**config.mk**
```make
export PLATFORM = sky130hd
export DESIGN_NAME = imm_extend_pipe
export DESIGN_NICKNAME = d
export VERILOG_FILES = /design/src/rtl/imm_extend_pipe.sv
export SDC_FILE = /design/constraint.sdc
export NUM_CORES = 1
export LEC_CHECK = 0
export ABC_CLOCK_PERIOD_IN_PS = 4500
export BUFFER_PORTS_ARGS = -buffer_cell sky130_fd_sc_hd__buf_2
export CAP_MARGIN = 20
export CELL_PAD_IN_SITES_DETAIL_PLACEMENT = 1
export CELL_PAD_IN_SITES_GLOBAL_PLACEMENT = 1
export CORE_MARGIN = 1.5
export CORE_UTILIZATION = 45
export DETAILED_ROUTE_END_ITERATION = 10
export GPL_TIMING_DRIVEN = 0
export HOLD_SLACK_MARGIN = 0.05
export PLACE_DENSITY = 0.87
export SLEW_MARGIN = 25
export SYNTH_ARGS = -nofsm -noshare
export SYNTH_HDL_FRONTEND = slang
export SYNTH_SLANG_ARGS = --single-unit
```
**constraint.sdc**
```tcl
create_clock -name clk -period 4.5 [get_ports clk]
set_clock_uncertainty 0.2 [all_clocks]
set_input_delay 0.9 -clock clk [delete_from_list [all_inputs] [get_ports clk]]
set_output_delay 0.9 -clock clk [all_outputs]
set_load 0.01 [all_outputs]
```
**src/rtl/imm_extend_pipe.sv**
```systemverilog
// Pipelined immediate extender (sign / zero / sign-shift / upper-place) behind a
// valid/ready stage with a 2-entry skid buffer, synchronous flush and drop counter.
module imm_extend_pipe #(
    parameter int IN_W  = 4,
    parameter int OUT_W = 8,
    parameter int SHIFT = 1
) (
    input  logic             clk,
    input  logic             rst_n,
    input  logic             flush,
    input  logic             in_valid,
    output logic             in_ready,
    input  logic [IN_W-1:0]  in_imm,
    input  logic [1:0]       in_mode,
    output logic             out_valid,
    input  logic             out_ready,
    output logic [OUT_W-1:0] out_imm,
    output logic [1:0]       out_mode,
    output logic [7:0]       drop_cnt
);

    logic [OUT_W-1:0] sext, zext, ext;

    logic             main_valid, main_valid_n;
    logic [OUT_W-1:0] main_imm, main_imm_n;
    logic [1:0]       main_mode, main_mode_n;
    logic             skid_valid, skid_valid_n;
    logic [OUT_W-1:0] skid_imm, skid_imm_n;
    logic [1:0]       skid_mode, skid_mode_n;
    logic             ready_q, ready_n;
    logic [7:0]       drop_q, drop_n;

    logic             acc, drain;
    logic [1:0]       ndrop;
    logic [8:0]       drop_sum;

    always_comb begin
        sext = OUT_W'($signed(in_imm));
        zext = OUT_W'(in_imm);
        ext  = '0;
        case (in_mode)
            2'b00:   ext = sext;
            2'b01:   ext = zext;
            2'b10:   ext = sext << SHIFT;
            default: ext = zext << (OUT_W - IN_W);
        endcase
    end

    // in_ready is a registered copy of "skid will be empty", so out_ready never
    // reaches in_ready combinationally.
    always_comb begin
        main_valid_n = main_valid;
        main_imm_n   = main_imm;
        main_mode_n  = main_mode;
        skid_valid_n = skid_valid;
        skid_imm_n   = skid_imm;
        skid_mode_n  = skid_mode;
        drop_n       = drop_q;
        acc          = in_valid & ready_q & ~flush;
        drain        = main_valid & out_ready;
        ndrop        = {1'b0, main_valid & ~out_ready} + {1'b0, skid_valid};
        drop_sum     = {1'b0, drop_q} + {7'b0, ndrop};

        if (flush) begin
            main_valid_n = 1'b0;
            skid_valid_n = 1'b0;
            drop_n       = drop_sum[8] ? 8'hFF : drop_sum[7:0];
        end else if (!main_valid || drain) begin
            if (skid_valid) begin
                main_valid_n = 1'b1;
                main_imm_n   = skid_imm;
                main_mode_n  = skid_mode;
                skid_valid_n = 1'b0;
            end else if (acc) begin
                main_valid_n = 1'b1;
                main_imm_n   = ext;
                main_mode_n  = in_mode;
            end else begin
                main_valid_n = 1'b0;
            end
        end else if (acc) begin
            skid_valid_n = 1'b1;
            skid_imm_n   = ext;
            skid_mode_n  = in_mode;
        end
        ready_n = ~skid_valid_n;
    end

    always_ff @(posedge clk or negedge rst_n) begin
        if (!rst_n) begin
            main_valid <= 1'b0;
            main_imm   <= '0;
            main_mode  <= '0;
            skid_valid <= 1'b0;
            skid_imm   <= '0;
            skid_mode  <= '0;
            ready_q    <= 1'b0;
            drop_q     <= '0;
        end else begin
            main_valid <= main_valid_n;
            main_imm   <= main_imm_n;
            main_mode  <= main_mode_n;
            skid_valid <= skid_valid_n;
            skid_imm   <= skid_imm_n;
            skid_mode  <= skid_mode_n;
            ready_q    <= ready_n;
            drop_q     <= drop_n;
        end
    end

    assign in_ready  = ready_q;
    assign out_valid = main_valid;
    assign out_imm   = main_imm;
    assign out_mode  = main_mode;
    assign drop_cnt  = drop_q;

endmodule

```
[Word level (Yosys, flattened, before mapping)]
Cells that the tools add are included.
W data, S select, Z words.
Cells by class
  bitwise operators: 8
  add/sub/neg operators: 2
  muxes and demuxes: 13
  eq/ne operators: 2
  reductions and logical operators: 7
Operators by type and width (number)
  $mux W8: 3
  $pmux W8 S3: 1
  $add A8 B2 Y9: 1
  $mux W1: 7
  $reduce_and A3 Y1: 2
  $and A1 B1 Y1: 4
  $mux W2: 2
  $not A1 Y1: 4
  $reduce_bool A2 Y1: 2
  $add A1 B1 Y2: 1
  $eq A2 B1 Y1 const B: 1
  $eq A2 B2 Y1 const B: 1
  $logic_not A2 Y1: 1
  $logic_not A1 Y1: 1
  $logic_or A1 B1 Y1: 1
Storage, ports and cells
  input port bits: 11
  register bits: 31
  output and inout bits: 20
  word-level logic and storage cells: 40

[Depth between registers and ports, before layout]
Gate-level depths: netlist of the first run.
  depth in word-level cells: 6
  mapped depth: 9
  depth with buffers taken out: 8

[Worst setup path before layout of the first run]
Ideal clock, no wire load.
  path type: input to register
  from: input port out_ready
  to: register drop_q[7], in the netlist drop_cnt[7]
  data arrival time: 2318 ps
  setup time: 125 ps
  slack: 1857 ps
  cell stages on the path: 7
  cell sequence: nor2b_4 buf_6 inv_2 fa_1 nand4b_1 nor3_1 mux2_2
Between the ends
  longest elaborated chain between the ends: 5
Ends and longest elaborated chain
  from (decl): line 16  | input logic out_ready,
  $not A1 Y1: line 61  | ndrop = {1'b0, main_valid & ~out_ready} + {1'b0, skid_valid};
  $and A1 B1 Y1: line 61
  $add A1 B1 Y2: line 61
  $add A8 B2 Y9: line 62  | drop_sum = {1'b0, drop_q} + {7'b0, ndrop};
  $mux W8: line 67  | drop_n = drop_sum[8] ? 8'hFF : drop_sum[7:0];
  to (signal assigned): line 107  | drop_q <= drop_n;
  to (decl): line 31  | logic [7:0] drop_q, drop_n;
No other way between the ends.
A chain may end at the register's enable or synchronous reset.

[Worst setup path in the final report of the first run]
  from: register skid_valid
  to: register drop_q[7], in the netlist drop_cnt[7]
Between the ends
  longest elaborated chain between the ends: 3
Ends and longest elaborated chain
  from (decl): line 27  | logic skid_valid, skid_valid_n;
  from (signal assigned): line 103  | skid_valid <= skid_valid_n;
  $add A1 B1 Y2: line 61
  $add A8 B2 Y9: line 62
  $mux W8: line 67
No other way between the ends.

==> results of run 1 <==
[report_power, final]
part           leakage, nW  internal, W  switching [W]
Sequential           0.384     0.000343      0.0000545
Combinational        0.475    0.0000981       0.000108
Clock               0.0242    0.0000555      0.0000928
Total                0.884     0.000497       0.000255
[through the flow]
step / instance area (sq um) / setup slack (ps) / utilization / cells
3_3_place_gp: 1772 / 1617 / 0.5309 / 217
3_5_place_dp: 1772 / 1523 / 0.5309 / 217
4_1_cts: 1813 / 1805 / 0.5433 / 223
2_1_floorplan: 1574 / 1857 / - / 143
6_report: 1813 / 1823 / 0.5433 / 223
5_1_grt: 1813 / 1654 / 0.5433 / 223
[worst max-delay path by stage]
stage	from	end	depth (start not counted)
2_1_floorplan	out_ready	drop_cnt[7]$_DFFE_PN0P_	7
3_3_place_gp	out_ready	drop_cnt[7]$_DFFE_PN0P_	8
3_5_place_dp	out_ready	drop_cnt[7]$_DFFE_PN0P_	8
4_1_cts	skid_valid$_DFF_PN0_	drop_cnt[7]$_DFFE_PN0P_	6
5_1_grt	skid_valid$_DFF_PN0_	drop_cnt[7]$_DFFE_PN0P_	6
6_report	skid_valid$_DFF_PN0_	drop_cnt[7]$_DFFE_PN0P_	6
[cells in the final DEF, fill, tap and decap left out, types with 3 or more instances in the layout]
cell      count
o31ai_1       8
mux2_4        5
inv_1         7
mux2i_1       3
a21oi_1       6
clkbuf_4      5
o21ai_0       6
dfrtp_1      31
nor2_1        5
buf_2        29
mux2_2       10
a31oi_1       5
nor2b_1       6
clkbuf_1      4
nand3_1       5
nand2_1      11
[kinds of logic (layout without fill, tap and decap cells)]
logic type / after synthesis / in the layout / synth area share
and+or+nand+nor: 39 / 39 / 0.1367
AOI/OAI and AO/OA: 36 / 36 / 0.1558
DFF: 31 / 31 / 0.4928
muxes: 19 / 19 / 0.1455
buffers and inverters: 16 / 50 / 0.04849
adders and majority gates: 2 / 2 / 0.02067
[layer usage]
metal | track usage | vias up | wire length [microns]
li1 | - | 593 | -
met1 | 0.2551 | 638 | 1586
met2 | 0.3397 | 26 | 1830
met3 | 0.05978 | 6 | 144
met4 | 0.06667 | 0 | 51
met5 | 0 | - | 0
[area by class of cell]
type,instances,area (sq um)
timing repair buffer,28,140.1
clock buffer,6,41.29
multi-input combinational,96,721.9
buffer,7,42.54
tap,46,57.56
sequential,31,775.7
inverter,9,33.78
fill,402,1524
[worst max-delay path, cell delays in order (launching register included)]
cell and delay [ps]:
dfrtp_1 360, clkbuf_1 370, inv_2 220, fa_1 460
nand4b_1 330, nor3_1 270, mux2_2 350
[sequential cells by signal (all words and copies together) (netlist names)]
name	flops
drop_cnt	8
in_ready	1
skid_valid	1
skid_imm	8
out_imm	8
out_mode	2
out_valid	1
skid_mode	2
==> out/summary.txt, run 1 <==
Die Wd -> 62.14 microns
asr flop ratio synth -> 1.000
CTS tree -> built
Core Area -> 3337 sq um
crit start category -> flip-flop
post-synthesis sequential area ratio -> 0.4928
row cnt -> 21
Hold Crit Class -> reg -> reg
Worst-Skew Late Latency -> 330 ps
Worst Max-Slew Pin Slew -> 703.3 ps
root buffer cell -> clkbuf_4
final hold vios -> 0
Pwr Total -> 0.0007518 W
DIE HEIGHT -> 62.14 microns
synth cell count leaders -> dfrtp_1, nand2_1, mux2_2, o31ai_1, inv_1
Worst R2R Start -> skid_valid$_DFF_PN0_
VDD IR-drop max -> 0.0001950 V
Worst Hold Path Cells -> 1
internal reg-to-reg setup slack -> 1820 ps
# diodes -> 0
DRC Markers -> 0
main flop type after synthesis -> dfrtp_1
largest cells by area after synthesis -> dfrtp_1, mux2_2, mux2_4, o31ai_1, nand2_1
share of cells above drive strength 1 -> 0.3164
hold path start -> skid_imm[6]$_DFFE_PN0P_
Hold EP -> skid_imm[6]$_DFFE_PN0P_
Yosys top cell by area -> dfrtp_1
dpl hpwl -> 2590 microns
total global routing overflow -> 0
DIE AREA -> 3861 sq um
maximum capacitance violations -> 0
antenna violations before repair -> 0
Req. time, crit path -> 4530 ps
CTS Buf Count -> 5
area grow syn2layout -> 15.18%
TritonRoute pass-1 iters -> 4
Crit Path Category -> reg -> reg
Mapped Cells -> 143
Max Clk Rate -> 0.3735 GHz
crit end category -> flip-flop
setup bufs post-CTS -> 0
IO Pins -> 31
Final setup violation count -> 0
Crit path arrival time -> 2700 ps
DR iter-0 viols -> 48
Final ANT Viol Nets -> 0
Layout Nets -> 191
Pwr Density -> 414.7 nW/um^2
syn nets -> 156
cts hold-fix bufs -> 0
Fin Hold WS -> 302.6 ps
Synth Area per Inst -> 11.01 sq um
Routed Wire Length -> 3613 microns
worst r2r path cells -> 6
vias -> 1263
clock sink count -> 31
Via density -> 5.664
Wirelength per Cell -> 16.20 microns
Worst slew margin -> 0.5312
cts repair resizes -> 0
#FFs+latches synth -> 31
first-pass GRT wire length -> 6175 microns
starting density of the core -> 0.4717
synth warn -> 0
GP Congestion -> 0.7813
unrepaired setup endpoints after global routing -> no
htree depth -> 2
GRT Total Usage -> 0.2036
Yosys cell types -> 37
Lkg Pwr -> 0.8837 nW
vias in the first global route -> 1273
pin count of the biggest net entering global routing -> 32
port buffer count -> 28
status -> finished, final reports clean
share of the synthesized area in the top cell type -> 0.4928
clock transition at the registers of the reported paths -> 90 ps
Period minus WS final -> 2677 ps
fin crit share -> 0.5949
Clock Path Buffers -> 2
number of flops mapped to enable cells by yosys -> 0
Mapped Area -> 1574 sq um
Worst Path Max Fanout -> 10
count leader, synth -> dfrtp_1
Sum Neg Setup Slack -> 0 ps
Slew Limit Fails -> 0
Reg-to-Reg End -> drop_cnt[7]$_DFFE_PN0P_
Power figures use the tool's default switching activity.
==> inputs of run 2 (changes only) <==
--- a/config.mk
+++ b/config.mk
@@ -5,17 +5,17 @@
 export SDC_FILE = /design/constraint.sdc
 export NUM_CORES = 1
 export LEC_CHECK = 0
-export ABC_CLOCK_PERIOD_IN_PS = 4500
+export ABC_CLOCK_PERIOD_IN_PS = 2660
 export BUFFER_PORTS_ARGS = -buffer_cell sky130_fd_sc_hd__buf_2
 export CAP_MARGIN = 20
 export CELL_PAD_IN_SITES_DETAIL_PLACEMENT = 1
 export CELL_PAD_IN_SITES_GLOBAL_PLACEMENT = 1
 export CORE_MARGIN = 1.5
-export CORE_UTILIZATION = 45
+export CORE_UTILIZATION = 42
 export DETAILED_ROUTE_END_ITERATION = 10
 export GPL_TIMING_DRIVEN = 0
 export HOLD_SLACK_MARGIN = 0.05
-export PLACE_DENSITY = 0.87
+export PLACE_DENSITY = 0.82
 export SLEW_MARGIN = 25
 export SYNTH_ARGS = -nofsm -noshare
 export SYNTH_HDL_FRONTEND = slang
==> constraint.sdc (replaced) <==
create_clock -name clk -period 2.66 [get_ports clk]
set_clock_uncertainty 0.2 [all_clocks]
set_input_delay 0.532 -clock clk [delete_from_list [all_inputs] [get_ports clk]]
set_output_delay 0.532 -clock clk [all_outputs]
set_load 0.01 [all_outputs]
==> run 2 against run 1 <==
- total power increased by 93%
- hold slack got worse by 220 ps
- count of clock-buffer cells in the layout increased by 2
- die area increased by 6.8%
- sequential share of layout area decreased by 1.3 points
- global-route usage increased by 0.83 points
- routed wire length increased by 7.0%
- sequential power increased by 71%
- largest cell class unchanged
==> out/summary.txt, run 2 (synthesis gave the netlist of run 1 again) <==
Worst slew margin -> 0.5485 (was 0.5312)
Lkg Pwr -> 0.9099 nW (was 0.8837 nW)
antenna violations before repair -> 0 (unchanged)
Core Util, Final -> 0.5148 (was 0.5433)
root buffer cell -> clkbuf_8 (was clkbuf_4)
GP Congestion -> 0.7386 (was 0.7813)
commonest cells after routing, fill and taps aside -> dfrtp_1, buf_2, nand2_1 (unchanged)
Via density -> 5.593 (was 5.664)
Hold Crit Class -> in -> async (was reg -> reg)
htree depth -> 2 (unchanged)
status -> finished, final reports clean (unchanged)
leading cell type in the layout, fill and taps excluded -> dfrtp_1 (unchanged)
DRC Markers -> 0 (unchanged)
fin crit share -> 0.9623 (was 0.5949)
cts repair resizes -> 0 (unchanged)
DIE HEIGHT -> 64.22 microns (was 62.14 microns)
internal reg-to-reg setup slack -> 100 ps (was 1820 ps)
clock sink count -> 31 (unchanged)
pin count of the biggest net entering global routing -> 32 (unchanged)
Die Wd -> 64.22 microns (was 62.14 microns)
Worst-Skew Late Latency -> 280 ps (was 330 ps)
Crit path arrival time -> 2530 ps (was 2700 ps)
starting density of the core -> 0.4332 (was 0.4717)
GRT Total Usage -> 0.2119 (was 0.2036)
TritonRoute pass-1 iters -> 4 (unchanged)
Slew Limit Fails -> 0 (unchanged)
Pwr Density -> 773.9 nW/um^2 (was 414.7 nW/um^2)
Period minus WS final -> 2560 ps (was 2677 ps)
setup bufs post-CTS -> 0 (unchanged)
vias -> 1264 (was 1263)
dpl cells -> 219 (was 217)
Crit Path Category -> reg -> reg (unchanged)
met2 track demand over resource -> 0.3372 (was 0.3397)
crit start category -> flip-flop (unchanged)
DR iter-0 viols -> 52 (was 48)
# diodes -> 0 (unchanged)
dpl ws -> -40.67 ps (was 1523 ps)
CTS tree -> built (unchanged)
Layout Nets -> 190 (was 191)
Worst Max-Slew Pin Slew -> 677.2 ps (was 703.3 ps)
area grow syn2layout -> 18.84% (was 15.18%)
crit end category -> flip-flop (unchanged)
dpl hpwl -> 2734 microns (was 2590 microns)
Final ANT Viol Nets -> 0 (unchanged)
met3 usage -> 0.05106 (was 0.05978)
Wirelength per Cell -> 17.11 microns (was 16.20 microns)
Fin Hold WS -> 80.92 ps (was 302.6 ps)
port buffer count -> 28 (unchanged)
IO Pins -> 31 (unchanged)
Layout Cells excl Fill -> 226 (was 223)
unrepaired setup endpoints after global routing -> no (unchanged)
grt met1 use -> 0.2669 (was 0.2551)
Final setup violation count -> 0 (unchanged)
GR peak layer -> met2 (unchanged)
Worst Path Max Fanout -> 11 (was 10)
final hold vios -> 0 (unchanged)
vias in the first global route -> 1354 (was 1273)
cts hold-fix bufs -> 0 (unchanged)
VDD IR-drop max -> 0.0003115 V (was 0.0001950 V)
Routed Wire Length -> 3866 microns (was 3613 microns)
Core Area -> 3633 sq um (was 3337 sq um)
fin worst setup slack -> 100.4 ps (was 1823 ps)
share of cells above drive strength 1 -> 0.3258 (was 0.3164)
Max Clk Rate -> 0.3907 GHz (was 0.3735 GHz)
Req. time, crit path -> 2630 ps (was 4530 ps)
total global routing overflow -> 0 (unchanged)
first-pass GRT wire length -> 6575 microns (was 6175 microns)
DIE AREA -> 4124 sq um (was 3861 sq um)
CTS Buf Count -> 5 (unchanged)
Clock Path Buffers -> 2 (unchanged)
row cnt -> 22 (was 21)
maximum capacitance violations -> 0 (unchanged)
clock transition at the registers of the reported paths -> 70 ps (was 90 ps)
-- run 2: changes by cell type in the layout (fill, tap and decap cells not counted) --
cell,before,now
clkbuf_4,5,0
clkbuf_1,4,3
clkbuf_8,0,7
-- run 2: worst paths after layout --
check                      cells after the start                      end                    from
setup reg to reg                               5  drop_cnt[7]$_DFFE_PN0P_    skid_valid$_DFF_PN0_
min in group clk                               1   out_imm[5]$_DFFE_PN0P_  out_imm[5]$_DFFE_PN0P_
hold / removal                                 1  drop_cnt[0]$_DFFE_PN0P_                   rst_n
setup / recovery                               5  drop_cnt[7]$_DFFE_PN0P_    skid_valid$_DFF_PN0_
max in group asynchronous                      1  drop_cnt[7]$_DFFE_PN0P_                   rst_n
hold reg to reg                                1   out_imm[5]$_DFFE_PN0P_  out_imm[5]$_DFFE_PN0P_
-- run 2: cell type report --
cell class                      instances  area [sq um]
Inverter                                9         33.78
Buffer                                  6         38.79
Clock buffer                            8         100.1
Sequential cell                        31         775.7
Timing Repair Buffer                   28         140.1
Multi-Input combinational cell         96         721.9
Tap cell                               48         60.06
Fill cell                             435          1763
-- run 2: critical path, stage by stage, from the launching register on --
cell and delay [ps]:
dfrtp_1 590, inv_2 210, fa_1 450, nand4b_1 340, nor3_1 300, mux2_2 360
-- run 2: metal layers --
layer,up-vias,wire (microns),part of all wire
li1,585,-,-
met1,634,1698,0.44
met2,31,1893,0.49
met3,14,145,0.038
met4,0,129,0.033
met5,-,0,0
-- run 2: metrics by stage --
stage	power [W]	TNS, ps	instance area [sq um]
2_1_floorplan	0.0008812	0	1574
3_3_place_gp	0.001002	0	1774
3_5_place_dp	0.001039	-40.67	1774
4_1_cts	0.001462	0	1871
5_1_grt	0.001531	0	1871
6_report	0.001448	0	1871
-- run 2: power breakdown --
part / internal [W] / switching (W)
logic: 0.000166 / 0.000189
clock network: 0.000236 / 0.000178
registers: 0.000582 / 0.0000965
==> inputs of run 3 (changes only) <==
--- a/config.mk
+++ b/config.mk
@@ -5,13 +5,14 @@
 export SDC_FILE = /design/constraint.sdc
 export NUM_CORES = 1
 export LEC_CHECK = 0
+export ABC_AREA = 1
 export ABC_CLOCK_PERIOD_IN_PS = 2660
 export BUFFER_PORTS_ARGS = -buffer_cell sky130_fd_sc_hd__buf_2
 export CAP_MARGIN = 20
 export CELL_PAD_IN_SITES_DETAIL_PLACEMENT = 1
 export CELL_PAD_IN_SITES_GLOBAL_PLACEMENT = 1
 export CORE_MARGIN = 1.5
-export CORE_UTILIZATION = 42
+export CORE_UTILIZATION = 39
 export DETAILED_ROUTE_END_ITERATION = 10
 export GPL_TIMING_DRIVEN = 0
 export HOLD_SLACK_MARGIN = 0.05
==> run 3 against run 2 <==
- register-to-register slack gained 420 ps
- synthesized cell count grew 35%
- maximum frequency grew 19%
- total power shrank 14%
- sequential share of layout area grew 1.3 points
- global-route usage shrank 1.1 points
- sequential cell count is the same
- non-clock buffer count shrank 1
- core utilization shrank 2.7 points
- worst setup slack gained 420 ps
- clock power shrank 14%
- combinational power shrank 24%
- critical path type unchanged
- highest routed layer unchanged
==> out/summary.txt, run 3 <==
status -> finished, final reports clean (unchanged)
VDD IR-drop max -> 0.0003075 V (was 0.0003115 V)
main flop type after synthesis -> dfrtp_1 (unchanged)
Max Clk Rate -> 0.4666 GHz (was 0.3907 GHz)
NetSw -> 0.0003979 W (was 0.0004633 W)
Post-Synth XOR/XNOR Area -> 0.005757 (was 0)
mux share of post-synthesis cell area -> 0 (was 0.1455)
DRC Markers -> 0 (unchanged)
Mapped Cells -> 193 (was 143)
clock sink count -> 31 (unchanged)
number of flops mapped to enable cells by yosys -> 0 (unchanged)
cts hold-fix bufs -> 0 (unchanged)
Final ANT Viol Nets -> 0 (unchanged)
pin count of the biggest net entering global routing -> 32 (unchanged)
Worst-Skew Late Latency -> 290 ps (was 280 ps)
DIE HEIGHT -> 65.46 microns (was 64.22 microns)
Worst Max-Slew Pin Slew -> 686.6 ps (was 677.2 ps)
Crit path arrival time -> 2150 ps (was 2530 ps)
cts repair resizes -> 0 (unchanged)
asr flop ratio synth -> 1.000 (unchanged)
Die Wd -> 65.46 microns (was 64.22 microns)
GP Congestion -> 0.8770 (was 0.7386)
Sum Neg Setup Slack -> 0 ps (unchanged)
vias in the first global route -> 1390 (was 1354)
Yosys cell types -> 23 (was 37)
Layout Nets -> 243 (was 190)
synth warn -> 0 (unchanged)
#FFs+latches synth -> 31 (unchanged)
crit start category -> flip-flop (unchanged)
CTS Buf Count -> 5 (unchanged)
Yosys top cell by area -> dfrtp_1 (unchanged)
Clock Path Buffers -> 2 (unchanged)
clock transition at the registers of the reported paths -> 70 ps (about the same)
Crit Path Category -> reg -> reg (unchanged)
DIE AREA -> 4285 sq um (was 4124 sq um)
Routed Wire Length -> 3720 microns (was 3866 microns)
starting density of the core -> 0.4094 (was 0.4332)
count leader, synth -> nand2_1 (was dfrtp_1)
first-pass GRT wire length -> 6417 microns (was 6575 microns)
commonest cells after routing, fill and taps aside -> nand2_1, dfrtp_1, buf_2 (was dfrtp_1, buf_2, nand2_1)
TritonRoute pass-1 iters -> 4 (unchanged)
Req. time, crit path -> 2660 ps (was 2630 ps)
synth cell count leaders -> nand2_1, dfrtp_1, nand3_1, inv_1 (was dfrtp_1, nand2_1, mux2_2, o31ai_1, inv_1)
final hold vios -> 0 (unchanged)
fin crit share -> 0.8057 (was 0.9623)
Pwr Density -> 688.2 nW/um^2 (was 773.9 nW/um^2)
CTS tree -> built (unchanged)
Hold Crit Class -> in -> async (unchanged)
area grow syn2layout -> 19.16% (was 18.84%)
IO Pins -> 31 (unchanged)
Wirelength per Cell -> 13.33 microns (was 17.11 microns)
antenna violations before repair -> 0 (unchanged)
Comb power frac -> 0.216 (was 0.245)
row cnt -> 22 (unchanged)
setup bufs post-CTS -> 0 (unchanged)
dpl hpwl -> 2779 microns (was 2734 microns)
Worst slew margin -> 0.5423 (was 0.5485)
# diodes -> 0 (unchanged)
Clock Power Share -> 0.286 (about the same)
Lkg Pwr -> 1.004 nW (was 0.9099 nW)
Synth Area per Inst -> 7.883 sq um (was 11.01 sq um)
Synth Area in Compound Gates -> 0.04770 (was 0.1558)
leading cell type in the layout, fill and taps excluded -> nand2_1 (was dfrtp_1)
Final setup violation count -> 0 (unchanged)
switching share of power -> 0.3189 (was 0.3200)
GRT Total Usage -> 0.2011 (was 0.2119)
maximum capacitance violations -> 0 (unchanged)
total global routing overflow -> 0 (unchanged)
share of cells above drive strength 1 -> 0.2121 (was 0.3258)
Mapped Area -> 1521 sq um (was 1574 sq um)
Synth Area in Simple Gates -> 0.3660 (was 0.1367)
Period minus WS final -> 2143 ps (was 2560 ps)
post-synthesis sequential area ratio -> 0.5099 (was 0.4928)
Slew Limit Fails -> 0 (unchanged)
syn nets -> 206 (was 156)
placed inst area -> 1732 sq um (was 1774 sq um)
port buffer count -> 30 (was 28)
Via density -> 4.928 (was 5.593)
sequential share of power -> 0.498 (was 0.469)
Pint -> 0.0008498 W (was 0.0009843 W)
Worst Path Max Fanout -> 7 (was 11)
Core Area -> 3716 sq um (was 3633 sq um)
vias -> 1375 (was 1264)
fin area -> 1813 sq um (was 1871 sq um)
share of the synthesized area in the top cell type -> 0.5099 (was 0.4928)
htree depth -> 2 (unchanged)
DR iter-0 viols -> 37 (was 52)
crit end category -> flip-flop (unchanged)
root buffer cell -> clkbuf_8 (unchanged)
adder-cell share of the synthesized area -> 0.02138 (was 0.02067)
unrepaired setup endpoints after global routing -> no (unchanged)
fillers -> 499 (was 435)
largest family of logic cells by synthesized area -> simple AND/OR/NAND/NOR gates (was compound AO/OA/AOI/OAI gates)
largest cells by area after synthesis -> dfrtp_1, nand2_1, nand3_1, inv_1, o21ai_0 (was dfrtp_1, mux2_2, mux2_4, o31ai_1, nand2_1)
## run 3: routing by layer
layer / track usage / up-vias / share of wire
met2: 0.3610 / 24 / 0.52
met5: 0 / - / 0
met4: 0.08594 / 0 / 0.019
li1: - / 676 / -
met1: 0.2274 / 669 / 0.43
met3: 0.04623 / 6 / 0.029
## run 3: path summary, 6_finish.rpt
check | startpoint | to | slack (ps) | cells after the start
max in group asynchronous | rst_n | out_imm[5]$_DFFE_PN0P_ | 1730 | 1
setup reg to reg | out_valid$_DFFE_PN0P_ | drop_cnt[2]$_DFFE_PN0P_ | 520 | 10
hold / removal | rst_n | drop_cnt[1]$_DFFE_PN0P_ | 80 | 1
setup / recovery | out_valid$_DFFE_PN0P_ | drop_cnt[2]$_DFFE_PN0P_ | 520 | 10
min in group clk | out_mode[1]$_DFFE_PN0P_ | out_mode[1]$_DFFE_PN0P_ | 270 | 2
hold reg to reg | out_mode[1]$_DFFE_PN0P_ | out_mode[1]$_DFFE_PN0P_ | 270 | 2
## run 3: through the flow
step	instances	util	setup WS (ps)	hold WS, ps	power [W]
after floorplan	193	-	592.1	36.41	0.0007799
after global placement	271	0.4660	303.7	258.6	0.0008809
after detailed placement	271	0.4660	214.2	260.9	0.0009045
after CTS	279	0.4879	490.1	102.0	0.001264
after global routing	279	0.4879	336.5	132.7	0.001326
final	279	0.4879	516.8	84.84	0.001248
## run 3: power groups by stage
| stage | combinational (W) | sequential, W | clock [W] |
|---|---|---|---|
| 3_3_place_gp | 0.000258 | 0.000623 | 0 |
| 4_1_cts | 0.000276 | 0.000623 | 0.000366 |
| 2_1_floorplan | 0.000131 | 0.000649 | 0 |
| 6_report | 0.000270 | 0.000621 | 0.000356 |
| 5_1_grt | 0.000308 | 0.000632 | 0.000386 |
| 3_5_place_dp | 0.000273 | 0.000631 | 0 |
## run 3: cell type report
type                            instances  area (sq um)  share of cell area
Sequential cell                        31         775.7              0.4279
Multi-Input combinational cell        145         670.6              0.3699
Timing Repair Buffer                   30         150.1             0.08282
Clock buffer                            7         76.32             0.04210
Tap cell                               48         60.06             0.03313
Inverter                               14         52.55             0.02899
Buffer                                  3         22.52             0.01242
Clock inverter                          1         5.005            0.002761
## run 3: cell families (layout without fill, tap and decap cells)
family / Yosys count / count (layout)
simple gates: 128 / 128
flops: 31 / 31
buf+inv: 17 / 55
compound gates: 14 / 14
fa+ha+maj: 2 / 2
xor+xnor: 1 / 1
## run 3: critical path: stages, from the launching register on
cell and delay, ps:
dfrtp_1 340, inv_1 50, nor2_2 130, inv_1 120
fa_1 380, inv_1 100, ha_1 180, inv_1 70
nor2_4 170, nand3b_2 190, o21ai_0 140
